===== config.mk =====
export PLATFORM = sky130hd
export DESIGN_NAME = best_move_selector
export DESIGN_NICKNAME = d
export VERILOG_FILES = /design/src/rtl/best_move_selector.sv
export SDC_FILE = /design/constraint.sdc
export NUM_CORES = 1
export LEC_CHECK = 0
export BUFFER_PORTS_ARGS = -buffer_cell sky130_fd_sc_hd__buf_4
export CAP_MARGIN = 20
export CORE_MARGIN = 1
export CORE_UTILIZATION = 25
export CTS_BUF_LIST = sky130_fd_sc_hd__clkbuf_8
export DETAILED_ROUTE_END_ITERATION = 7
export SETUP_SLACK_MARGIN = 0.1
export SKIP_LAST_GASP = 1
export SYNTH_ARGS = -nofsm -noshare
export SYNTH_HDL_FRONTEND = slang
export SYNTH_SLANG_ARGS = --single-unit

===== constraint.sdc =====
create_clock -name clk -period 9.6 [get_ports clk]
set_input_delay 0.48 -clock clk [delete_from_list [all_inputs] [get_ports clk]]
set_output_delay 0.48 -clock clk [all_outputs]
set_load 0.02 [all_outputs]

===== src/rtl/best_move_selector.sv =====
// Scans the 19x19 weight memory, scores each cell and reports the best unoccupied one.
// Optional CENTER_TIEBREAK_EN: equal scores prefer the cell closer to the board centre.
module best_move_selector #(
  parameter int unsigned BRD_SIZE = 19,
  parameter logic [7:0]  WGT_W1   = 8'd1,
  parameter logic [7:0]  WGT_W2   = 8'd2,
  parameter logic [7:0]  WGT_W3   = 8'd4,
  parameter logic [7:0]  WGT_W4   = 8'd8,
  parameter logic [7:0]  WGT_W5   = 8'd16,
  parameter logic [7:0]  WGT_T1   = 8'd3,
  parameter logic [7:0]  WGT_T2   = 8'd6,
  parameter logic [7:0]  WGT_T3   = 8'd12,
  parameter logic [7:0]  WGT_T    = 8'd32
) (
  input  logic        clk,
  input  logic        reset,
  input  logic        start,
  output logic        READ,
  output logic [4:0]  XlocOUT,
  output logic [4:0]  YlocOUT,
  input  logic [26:0] dataIN,
  input  logic        occupied,
  output logic        busy,
  output logic        done,
  output logic [4:0]  bestX,
  output logic [4:0]  bestY,
  output logic [15:0] bestScore,
  output logic        noMove
);

  localparam logic [1:0] S_IDLE  = 2'd0;
  localparam logic [1:0] S_SCAN  = 2'd1;
  localparam logic [1:0] S_DRAIN = 2'd2;
  localparam logic [1:0] S_DONE  = 2'd3;

  localparam logic [4:0] LAST = 5'(BRD_SIZE - 1);

  logic [1:0]  r_state;
  logic [4:0]  r_x;
  logic [4:0]  r_y;
  logic        r_pv;
  logic        r_pocc;
  logic [4:0]  r_px;
  logic [4:0]  r_py;
  logic        r_found;
  logic        r_busy;
  logic        r_done;
  logic [4:0]  r_bx;
  logic [4:0]  r_by;
  logic [15:0] r_bs;
  logic        r_nomove;

  logic [15:0] w_score;
  logic        w_better;
  logic        w_update;

  function automatic logic [15:0] term(input logic [2:0] f, input logic [7:0] w);
    return 16'(f) * 16'(w);
  endfunction

  always_comb begin
    w_score = term(dataIN[2:0],   WGT_W1) + term(dataIN[5:3],   WGT_W2)
            + term(dataIN[8:6],   WGT_W3) + term(dataIN[11:9],  WGT_W4)
            + term(dataIN[14:12], WGT_W5) + term(dataIN[17:15], WGT_T1)
            + term(dataIN[20:18], WGT_T2) + term(dataIN[23:21], WGT_T3)
            + term(dataIN[26:24], WGT_T);
  end

`ifdef CENTER_TIEBREAK_EN
  localparam logic [4:0] CTR = 5'((BRD_SIZE - 1) / 2);

  logic [4:0] r_bdist;
  logic [4:0] w_dx;
  logic [4:0] w_dy;
  logic [4:0] w_dist;

  always_comb begin
    w_dx     = (r_px >= CTR) ? (r_px - CTR) : (CTR - r_px);
    w_dy     = (r_py >= CTR) ? (r_py - CTR) : (CTR - r_py);
    w_dist   = w_dx + w_dy;
    w_better = (w_score > r_bs) || ((w_score == r_bs) && (w_dist < r_bdist));
  end
`else
  always_comb begin
    w_better = (w_score > r_bs);
  end
`endif

  // r_pv marks a cell issued last cycle whose data is now on dataIN
  always_comb begin
    w_update = r_pv && !r_pocc && (!r_found || w_better);
  end

  always_ff @(posedge clk) begin
    if (reset) begin
      r_state  <= S_IDLE;
      r_x      <= '0;
      r_y      <= '0;
      r_pv     <= 1'b0;
      r_pocc   <= 1'b0;
      r_px     <= '0;
      r_py     <= '0;
      r_found  <= 1'b0;
      r_busy   <= 1'b0;
      r_done   <= 1'b0;
      r_bx     <= '0;
      r_by     <= '0;
      r_bs     <= '0;
      r_nomove <= 1'b0;
`ifdef CENTER_TIEBREAK_EN
      r_bdist  <= '0;
`endif
    end else begin
      r_done <= 1'b0;
      case (r_state)
        S_IDLE: begin
          r_x  <= '0;
          r_y  <= '0;
          r_pv <= 1'b0;
          if (start) begin
            r_state  <= S_SCAN;
            r_busy   <= 1'b1;
            r_found  <= 1'b0;
            r_bx     <= '0;
            r_by     <= '0;
            r_bs     <= '0;
            r_nomove <= 1'b0;
`ifdef CENTER_TIEBREAK_EN
            r_bdist  <= '0;
`endif
          end
        end
        S_SCAN: begin
          r_pv   <= 1'b1;
          r_pocc <= occupied;
          r_px   <= r_x;
          r_py   <= r_y;
          if (r_x == LAST) begin
            r_x <= '0;
            if (r_y == LAST) begin
              r_y     <= '0;
              r_state <= S_DRAIN;
            end else begin
              r_y <= r_y + 5'd1;
            end
          end else begin
            r_x <= r_x + 5'd1;
          end
        end
        S_DRAIN: begin
          r_pv     <= 1'b0;
          r_state  <= S_DONE;
          r_busy   <= 1'b0;
          r_done   <= 1'b1;
          // last cell's compare lands this same edge, so fold it into noMove
          r_nomove <= !(r_found || w_update);
        end
        default: begin
          r_state <= S_IDLE;
        end
      endcase

      if (w_update) begin
        r_found <= 1'b1;
        r_bx    <= r_px;
        r_by    <= r_py;
        r_bs    <= w_score;
`ifdef CENTER_TIEBREAK_EN
        r_bdist <= w_dist;
`endif
      end
    end
  end

  assign READ      = (r_state == S_SCAN);
  assign XlocOUT   = r_x;
  assign YlocOUT   = r_y;
  assign busy      = r_busy;
  assign done      = r_done;
  assign bestX     = r_bx;
  assign bestY     = r_by;
  assign bestScore = r_bs;
  assign noMove    = r_nomove;

endmodule

==> flow_metrics.tcl <==
set metrics [dict create \
    cp_slowest_stage_delay_ns 0.54 \
    hpwl_um 6060 \
    detail_route.drc_violations 0 \
    antenna_cells 0 \
    critPathSlowestCell "sky130_fd_sc_hd__fa_1" \
    totalNegativeSetupSlack_ns 0 \
    clockRootBuffer "sky130_fd_sc_hd__clkbuf_8" \
    synth_area_sq_um 3490 \
    place_congestion 0.801 \
    required_ns 9.83 \
    fp.dieW_um 120 \
    floorplan.initialDensity 0.260 \
    ios 71 \
    nNetsFinal 529 \
    post-route-min-period_ns 6.17 \
    timing.max_slew.rel_slack 0.646 \
    routed_wl_um 7460 \
    worst_clock_skew_ns 0.00872 \
    number_of_maximum_capacitance_violations 0 \
    grt.overflow.total 0 \
    number_of_levels_in_the_clock_h_tree 2 \
    final_hold_viol_count 0 \
    yosys_most_used_dff "sky130_fd_sc_hd__dfxtp_1" \
    clock_path_buffers 2 \
    syn_to_final_growth_pct 21.1 \
    sequential_share_of_the_synthesized_area 0.275 \
    design.core.area_sq_um 13400 \
    route.vias.total 2615 \
    min-delay-path-class "in -> reg" \
    postCtsHoldBufs 0 \
    critical_path_buf_inv_count 6 \
    timing.critical_path.from_type "input pin" \
    route.detailed.vias_per_inst 4.26 \
    critical-path-top-cell-by-count "sky130_fd_sc_hd__fa_1" \
    register_area_sq_um 961 \
    wire_length_of_the_first_global_routing_pass_um 13000 \
    most_frequent_cells_in_the_layout "67 x sky130_fd_sc_hd__buf_4, 60 x sky130_fd_sc_hd__inv_1, 48 x sky130_fd_sc_hd__dfxtp_1, 39 x sky130_fd_sc_hd__ha_1, 33 x sky130_fd_sc_hd__mux2i_1" \
    floorplan.die_area_sq_um 14400 \
    number_of_buffers_inserted_by_port_buffering 64 \
    tritoncts.num_buffers 5 \
    path_delay_family "adder cells" \
    multiInputGateArea_sq_um 2190 \
    numClockSinks 48 \
    crit_chain "buf_4, ha_1, fa_1, inv_1, fa_1, inv_1, fa_1, fa_1, inv_1, fa_1, inv_1, ha_1, fa_1, a21o_1, a21oi_1, xnor2_1, ha_1, nand4_1, or3_1, and3_4, o41ai_4, buf_4, mux2i_1" \
    post_dr_wirelength_cell_um 12.2 \
    ctsResizeCount 0 \
    setup_viol_count_final 0 \
    postCtsSetupBuffers 0 \
    power_per_cell_area_nw_per_um2 266 \
    path_class "in -> reg" \
    worst_vdd_rail_ir_drop_uv 117 \
    grt_setup_unrepaired "no" \
    total_leakage_power_nw 2.04 \
    dr.first_iter.drc_count 81 \
    period_share 0.643 \
    synth.avg_cell_area_sq_um 9.25 \
    largest_net_degree_at_the_start_of_global_routing 47 \
    worst-endpoint-arrival_ns 6.40 \
    endpoint_kind "flop" \
    status "finished, final reports clean" \
    placement_row_count 42 \
    synth_async_sr_flop_share 0 \
    fin_hold_ws_ns 0.438 \
    detail-route-antenna-nets 0 \
    grt_pass1_vias 2790 \
    timing_worst_slew_pin_value_ns 0.526 \
    cts_tree "built" \
    postSynthCellCount 377 \
    drive_gt1_frac 0.192 \
    timing.final.max_slew_violations 0 \
    synthDistinctLibCells 45 \
    vert_die_dim_um 120 \
    synth_edf_count 0 \
    most_common_cell_after_layout_fill_and_taps_aside "sky130_fd_sc_hd__buf_4" \
    grt.total_usage 0.112 \
    timing.critical_path.fanout_max 21 \
    postSynthRegisterBits 48 \
    worst-r2r-setup-slack_ns 7.40 \
    drtPass1Iterations 4 \
    clk_pin_slew_worst_paths_ns 0.09 \
    synthesis.yosys.warnings 0 \
    worst_skew_pair.late_latency_ns 0.30 \
    initial_antenna_violation_count 0 \
    layout_filler_cell_count 1409 \
    max_clock_freq_ghz 0.162 \
]
==> final timing paths <==
| check | from | to | cells after the start |
|---|---|---|---|
| setup reg to reg | bestScore[6] | bestY[0] | 8 |
| setup / recovery | dataIN[19] | bestY[0] | 23 |
| hold reg to reg | bestY[1] | bestY[1] | 2 |
| hold / removal | occupied | r_pocc | 3 |
==> report_power, final <==
part	internal, W	switching [W]	leakage [nW]	total (W)
combinational	0.000306	0.000412	1.59	0.000717
sequential	0.000227	0.0000264	0.388	0.000253
clock	0.0000852	0.0000682	0.0614	0.000153
==> final cells by class <==
type                    instances  share of cell area
inverters                      60              0.0533
multi-input cells             255               0.519
clock inverters                 2             0.00919
clock buffers                   6              0.0196
flip-flops and latches         48               0.228
well taps                     176              0.0521
repair buffers                 67               0.119
==> state kept, by name (all words and copies together), names as in the netlist <==
register,flops
bestY,5
busy,1
done,1
r_state,2
r_pocc,1
XlocOUT,5
r_px,5
r_py,5
bestScore,10
r_pv,1
YlocOUT,5
noMove,1
r_found,1
bestX,5
==> tightest hold or removal path: stages <==
cell	delay [ns]
sky130_fd_sc_hd__buf_4	0.08
sky130_fd_sc_hd__mux2i_1	0.06
sky130_fd_sc_hd__nor2_1	0.08
==> Yosys cell counts (2+ instances only) <==
| cell type | instances | share of area |
|---|---|---|
| sky130_fd_sc_hd__a211oi_1 | 3 | 0.0065 |
| sky130_fd_sc_hd__a21o_1 | 6 | 0.013 |
| sky130_fd_sc_hd__a21oi_1 | 14 | 0.020 |
| sky130_fd_sc_hd__a31oi_1 | 2 | 0.0036 |
| sky130_fd_sc_hd__a41oi_1 | 2 | 0.0050 |
| sky130_fd_sc_hd__buf_12 | 2 | 0.011 |
| sky130_fd_sc_hd__buf_2 | 2 | 0.0029 |
| sky130_fd_sc_hd__buf_4 | 6 | 0.013 |
| sky130_fd_sc_hd__clkbuf_1 | 8 | 0.0086 |
| sky130_fd_sc_hd__dfxtp_1 | 48 | 0.28 |
| sky130_fd_sc_hd__fa_1 | 22 | 0.13 |
| sky130_fd_sc_hd__ha_1 | 39 | 0.14 |
| sky130_fd_sc_hd__inv_1 | 60 | 0.065 |
| sky130_fd_sc_hd__mux2i_1 | 33 | 0.095 |
| sky130_fd_sc_hd__nand2_1 | 28 | 0.030 |
| sky130_fd_sc_hd__nand2b_1 | 21 | 0.038 |
| sky130_fd_sc_hd__nand3_1 | 3 | 0.0043 |
| sky130_fd_sc_hd__nand3b_1 | 2 | 0.0043 |
| sky130_fd_sc_hd__nand4_1 | 4 | 0.0072 |
| sky130_fd_sc_hd__nor2_1 | 28 | 0.030 |
| sky130_fd_sc_hd__nor2b_1 | 2 | 0.0036 |
| sky130_fd_sc_hd__nor3_1 | 4 | 0.0057 |
| sky130_fd_sc_hd__nor3b_1 | 4 | 0.0086 |
| sky130_fd_sc_hd__o21ai_0 | 6 | 0.0086 |
| sky130_fd_sc_hd__or3_1 | 2 | 0.0036 |
| sky130_fd_sc_hd__xnor2_1 | 3 | 0.0075 |
| sky130_fd_sc_hd__xor2_1 | 5 | 0.013 |
==> routing by layer <==
layer | up-vias | part of all wire | GRT usage
met1 | 1226 | 0.48 | 0.147
li1 | 1330 | - | -
met4 | 0 | 0.0034 | 0.0258
met3 | 2 | 0.046 | 0.0176
met2 | 57 | 0.47 | 0.191
met5 | - | 0 | 0
==> cells by family after synthesis <==
group,count (synthesis),synth area share
xor gates and xnor gates,8,0.0201
AOI/OAI and AO/OA,40,0.0796
DFF,48,0.275
other,1,0.00108
adders and majority gates,61,0.266
and+or+nand+nor,106,0.158
buffers and inverters,79,0.102
muxes,34,0.0979
==> through the flow <==
step                      utilization  setup slack (ns)  instance area (sq um)  total power, W  std cells
final                           0.315              3.43                   4220         0.00112        614
after global routing            0.315              3.13                   4220         0.00125        614
after CTS                       0.315              3.40                   4220         0.00114        614
after detailed placement        0.306              3.10                   4100        0.000978        606
after global placement          0.306              3.27                   4100        0.000963        606
after floorplan                     -              3.75                   3510        0.000813        382
No activity file was read; power rests on OpenSTA's default activity.
